===== config.mk =====
export PLATFORM = sky130hd
export DESIGN_NAME = input_stream_selector
export DESIGN_NICKNAME = d
export VERILOG_FILES = /design/src/rtl/input_sel_pkg.sv /design/src/rtl/digit_mux.sv /design/src/rtl/input_stream_selector.sv
export SDC_FILE = /design/constraint.sdc
export NUM_CORES = 1
export LEC_CHECK = 0
export ABC_CLOCK_PERIOD_IN_PS = 5400
export CORE_AREA = 2 2 134 136
export DETAILED_ROUTE_END_ITERATION = 7
export DIE_AREA = 0 0 136 138
export PLACE_DENSITY = 0.64
export SETUP_SLACK_MARGIN = 0.1
export SYNTH_ARGS = -nofsm -noshare
export SYNTH_HDL_FRONTEND = slang
export SYNTH_HIERARCHICAL = 1
export SYNTH_SLANG_ARGS = --single-unit
export TNS_END_PERCENT = 100

===== constraint.sdc =====
create_clock -name clk -period 5.4 [get_ports clk]
set_input_delay 0.81 -clock clk [delete_from_list [all_inputs] [get_ports clk]]
set_output_delay 0.81 -clock clk [all_outputs]
set_load 0.02 [all_outputs]

===== src/rtl/input_sel_pkg.sv =====
// Shared types and helpers for the input stream selector.
package input_sel_pkg;

  typedef enum logic [1:0] {
    StIdle,
    StRun,
    StDone
  } selState_e;

  localparam logic ORIGIN_MAIN = 1'b0;
  localparam logic ORIGIN_REGS = 1'b1;

  // Bit offset of digit idx inside a packed digit vector.
  function automatic int unsigned digitLsb(input int unsigned idx, input int unsigned digitW);
    return idx * digitW;
  endfunction

endpackage


===== src/rtl/digit_mux.sv =====
// Combinational select of one digit from a packed digit vector.
module digit_mux
  import input_sel_pkg::*;
#(
  parameter int unsigned DIGIT_W = 4,
  parameter int unsigned DIGITS  = 16,
  localparam int unsigned IDX_W  = $clog2(DIGITS)
) (
  input  logic [DIGITS*DIGIT_W-1:0] data,
  input  logic [IDX_W-1:0]          idx,
  output logic [DIGIT_W-1:0]        digit
);

  assign digit = data[digitLsb(32'(idx), DIGIT_W) +: DIGIT_W];

endmodule


===== src/rtl/input_stream_selector.sv =====
// Streams a burst of consecutive digits from one of two packed sources, one per unstalled cycle.
// Optional INPUT_STREAM_SELECTOR_DESC_EN adds wDir to walk the pointer downwards.
module input_stream_selector
  import input_sel_pkg::*;
#(
  parameter int unsigned DIGIT_W     = 4,
  parameter int unsigned MAIN_DIGITS = 16,
  parameter int unsigned REGS_DIGITS = 64,
  parameter int unsigned CNT_W       = 7,
  localparam int unsigned MAIN_IDX_W = $clog2(MAIN_DIGITS),
  localparam int unsigned REGS_IDX_W = $clog2(REGS_DIGITS)
) (
  input  logic                           clk,
  input  logic                           reset_L,
  input  logic                           wStart,
  input  logic                           wBusy,
  input  logic                           wSelecOrigin,
`ifdef INPUT_STREAM_SELECTOR_DESC_EN
  input  logic                           wDir,
`endif
  input  logic [MAIN_DIGITS*DIGIT_W-1:0] wData,
  input  logic [REGS_DIGITS*DIGIT_W-1:0] wDataRegs,
  input  logic [MAIN_IDX_W-1:0]          wSelecMain,
  input  logic [REGS_IDX_W-1:0]          wSelecRegs,
  input  logic [CNT_W-1:0]               wCount,
  output logic [DIGIT_W-1:0]             r,
  output logic                           rValid,
  output logic                           rDone,
  output logic                           rActive
);

  localparam int unsigned PTR_W = (MAIN_IDX_W > REGS_IDX_W) ? MAIN_IDX_W : REGS_IDX_W;
  // Sources are powers of two, so masking the stepped pointer gives the wrap.
  localparam logic [PTR_W-1:0] MainMask = PTR_W'((64'd1 << MAIN_IDX_W) - 64'd1);
  localparam logic [PTR_W-1:0] RegsMask = PTR_W'((64'd1 << REGS_IDX_W) - 64'd1);

  selState_e          stateQ, stateD;
  logic               originQ, originD;
  logic [PTR_W-1:0]   ptrQ, ptrD, ptrStep;
  logic [CNT_W-1:0]   remQ, remD;
  logic [DIGIT_W-1:0] rD, mainDigit, regsDigit, curDigit;
  logic               rValidD, rDoneD;
`ifdef INPUT_STREAM_SELECTOR_DESC_EN
  logic               dirQ, dirD;
`endif

  digit_mux #(
    .DIGIT_W(DIGIT_W),
    .DIGITS (MAIN_DIGITS)
  ) uMainMux (
    .data (wData),
    .idx  (ptrQ[MAIN_IDX_W-1:0]),
    .digit(mainDigit)
  );

  digit_mux #(
    .DIGIT_W(DIGIT_W),
    .DIGITS (REGS_DIGITS)
  ) uRegsMux (
    .data (wDataRegs),
    .idx  (ptrQ[REGS_IDX_W-1:0]),
    .digit(regsDigit)
  );

  assign curDigit = (originQ == ORIGIN_MAIN) ? mainDigit : regsDigit;

  // State register
  always_ff @(posedge clk) begin
    if (!reset_L) begin
      stateQ <= StIdle;
    end else begin
      stateQ <= stateD;
    end
  end

  // Next-state logic
  always_comb begin
    stateD = stateQ;
    unique case (stateQ)
      StIdle: if (wStart) stateD = (wCount != '0) ? StRun : StDone;
      StRun:  if (!wBusy && remQ == CNT_W'(1)) stateD = StDone;
      StDone: stateD = StIdle;
      default: stateD = StIdle;
    endcase
  end

  // Burst bookkeeping: origin, pointer and remaining count
  always_comb begin
`ifdef INPUT_STREAM_SELECTOR_DESC_EN
    dirD    = dirQ;
    ptrStep = dirQ ? (ptrQ - PTR_W'(1)) : (ptrQ + PTR_W'(1));
`else
    ptrStep = ptrQ + PTR_W'(1);
`endif
    originD = originQ;
    ptrD    = ptrQ;
    remD    = remQ;
    if (stateQ == StIdle && wStart) begin
      originD = wSelecOrigin;
      ptrD    = (wSelecOrigin == ORIGIN_MAIN) ? PTR_W'(wSelecMain) : PTR_W'(wSelecRegs);
      remD    = wCount;
`ifdef INPUT_STREAM_SELECTOR_DESC_EN
      dirD    = wDir;
`endif
    end else if (stateQ == StRun && !wBusy) begin
      ptrD = ptrStep & ((originQ == ORIGIN_MAIN) ? MainMask : RegsMask);
      remD = remQ - CNT_W'(1);
    end
  end

  // Output logic
  always_comb begin
    rD      = r;
    rValidD = 1'b0;
    rDoneD  = 1'b0;
    rActive = (stateQ == StRun) || (stateQ == StDone);
    unique case (stateQ)
      StRun: begin
        if (!wBusy) begin
          rD      = curDigit;
          rValidD = 1'b1;
        end
      end
      StDone:  rDoneD = 1'b1;
      default: ;
    endcase
  end

  always_ff @(posedge clk) begin
    if (!reset_L) begin
      originQ <= ORIGIN_MAIN;
      ptrQ    <= '0;
      remQ    <= '0;
      r       <= '0;
      rValid  <= 1'b0;
      rDone   <= 1'b0;
`ifdef INPUT_STREAM_SELECTOR_DESC_EN
      dirQ    <= 1'b0;
`endif
    end else begin
      originQ <= originD;
      ptrQ    <= ptrD;
      remQ    <= remD;
      r       <= rD;
      rValid  <= rValidD;
      rDone   <= rDoneD;
`ifdef INPUT_STREAM_SELECTOR_DESC_EN
      dirQ    <= dirD;
`endif
    end
  end

endmodule


==> impl_metrics.ini <==
[logic_synthesis]
syn_area_mm2 = 0.003959
syn_inst = 340
async_reset_ff_share_pct = 0
ys.flop_type = dfxtp_1
synth_area_leaders = mux4_2 25%, mux4_1 24%, dfxtp_1 11%
synth_fp_nets = 688
synthesis.yosys.warnings = 6
ys_ff_latch = 22
yosysMostFrequentCell = mux4_2
netlist_top_cells_count = 44 x mux4_2, 36 x mux4_1, 23 x nand2_1, 22 x dfxtp_1, 17 x o22ai_1
synth_edf_count = 0
synth-seq-area-share_pct = 11.13
synth_cell_types = 52
synth_top_area_share_pct = 25.03
yosysTopAreaCell = mux4_2
avgSynthCellArea_um2 = 11.64

[place]
globalplace.congestion = 0.9327
dpl.hpwl_mm = 16.48
portBuffers = 348
dp_slack_ns = 2.216

[worst_setup_path]
critPathMostFrequentCell = a211oi_1
max_stage_delay_ns = 0.96
critPathKind = flop to flop
required_ns = 5.57
worst_ep_arrival_time_ns = 3.21
crit_chain = mux4_1 > nor2b_1 > a211oi_1 > or4_1 > o21ai_0 > mux2i_1 > a211oi_1
cp-start-kind = flop
crit_path_max_fanout = 57
cp_slowest_cell = dfxtp_4
end_kind = flop

[power_and_ir_drop]
ir_drop_mv = 0.1302
p_leak_nw = 2.608
powerDensity_mw_per_mm2 = 173.1
power.total_mw = 1.314

[route]
wl_mm = 19.75
drt_iter0_markers = 152
route.detailed.drc = 0
detail_route.first_pass.iterations = 4
vias = 4655
final_antenna_net_count = 0
viasPerCell = 5.219
post_drt_wl_per_cell_um = 22.14

[timing]
fmax_mhz = 328.4
worst_pin_slew_ns = 1.021
skew_ns = 0.002560
relSlewSlack_pct = 31.93
fin_crit_ns = 3.045
fin_setup_tns_ns = 0
finalSetupViolations = 0
fin_crit_sh_pct = 56.39
finalWorstSetupSlack_ns = 2.355
grt_setup_unrepaired = no
slew_viol_final = 0
hold_viol = 0

[global_routing]
grt_max_degree = 58
grt_pass1_wl_mm = 29.14
antenna_found_initial = 3
first_global_vias = 5143
grt_remaining_overflow = 0
track_usage_pct = 20.23

[clock_tree]
postCtsSetupRepairBufs = 0
ctsHoldBuffers = 0
cts_buffers = 3
clockBufferDepth = 2
clkSlewWorstSetupHoldPaths_ns = 0.06
cts_tree = done
cts_sinks = 22
htree_levels = 1
root_buffer = clkbuf_16
clk_latency_ns = 0.26
ctsResizeCount = 0

[floorplan]
ios = 349
core.rowCount = 49
design.core.area_mm2 = 0.01753
die_h_um = 138
die_w_um = 136
die_area_mm2 = 0.01877
start_util_pct = 22.58

[outcome]
status = finished, final reports clean

[worst_hold_path]
min-delay-path-class = flop to flop

[flow_run]
drv_cap = 0

[finish]
final_nets = 1009
drive_above_1_share_pct = 9.697
syn_to_final_growth_pct = 91.72
fill_cells = 1694
[cell type report]
| type | count | area, um2 | area share, % |
|---|---|---|---|
| diodes | 3 | 7.507 | 0.09891 |
| flip-flops and latches | 22 | 449.2 | 5.918 |
| repair buffers | 351 | 3506 | 46.19 |
| clock inverters | 1 | 30.03 | 0.3956 |
| multi-input cells | 276 | 3209 | 42.28 |
| well taps | 229 | 286.5 | 3.775 |
| inverters | 7 | 26.28 | 0.3462 |
| clock buffers | 3 | 75.07 | 0.9891 |
[routing by layer]
layer  wire length (um)  up-vias  global-route usage (%)
met5                  0        -                       0
met4                547        0                   6.798
met1               7097     2282                   21.98
li1                   -     2104                       -
met3               1486       33                   3.814
met2              10620      236                   38.56
[critical path: cells and delay by family (launching register included)]
kind,cells,cell delay [ns]
flops,1,0.96
simple gates,2,0.68
compound gates,3,0.71
mux,2,0.56
[kinds of logic after synthesis]
logic type	share of synthesized area, %
flops	11.13
simple gates	11.88
mux	53.16
xor+xnor	1.770
buf+inv	7.806
compound gates	12.36
fa+ha+maj	1.896
[state kept, by name (all words and copies together), names as in the netlist]
register  count
remQ          7
ptrQ          6
r             4
stateQ        2
originQ       1
rDone         1
rValid        1
[layout by cell type, fill, tap and decap left out, types with 11 or more instances in the layout]
cell and count:
mux4_1 36, o22ai_1 17, nor3_1 11, a21oi_1 11
nand2_1 23, mux4_2 44, clkdlybuf4s50_1 348, dfxtp_1 19
nand3_1 11, nor2_1 11, o21ai_0 11
[final timing paths]
check | slack [ns] | endpoint | cells after the start | from
setup / recovery | 2.35 | r[1] | 7 | ptrQ[0]
hold / removal | 0.51 | stateQ[1] | 1 | stateQ[1]
setup reg to reg | 2.35 | r[1] | 7 | ptrQ[0]
hold reg to reg | 0.51 | stateQ[1] | 1 | stateQ[1]
[power by group]
part | internal (mW) | switching [mW]
Combinational | 0.531 | 0.281
Clock | 0.147 | 0.0655
Sequential | 0.187 | 0.102
[stage by stage]
stage / hold WS (ns) / instances / area [um2] / utilization [%]
floorplan: 0.4664 / 340 / 3959 / -
CTS: 0.5102 / 889 / 7582 / 43.24
global placement: 0.4805 / 885 / 7477 / 42.64
global route: 0.5443 / 892 / 7590 / 43.29
finish: 0.5090 / 892 / 7590 / 43.29
detailed placement: 0.4946 / 885 / 7477 / 42.64
Power figures use the tool's default switching activity.
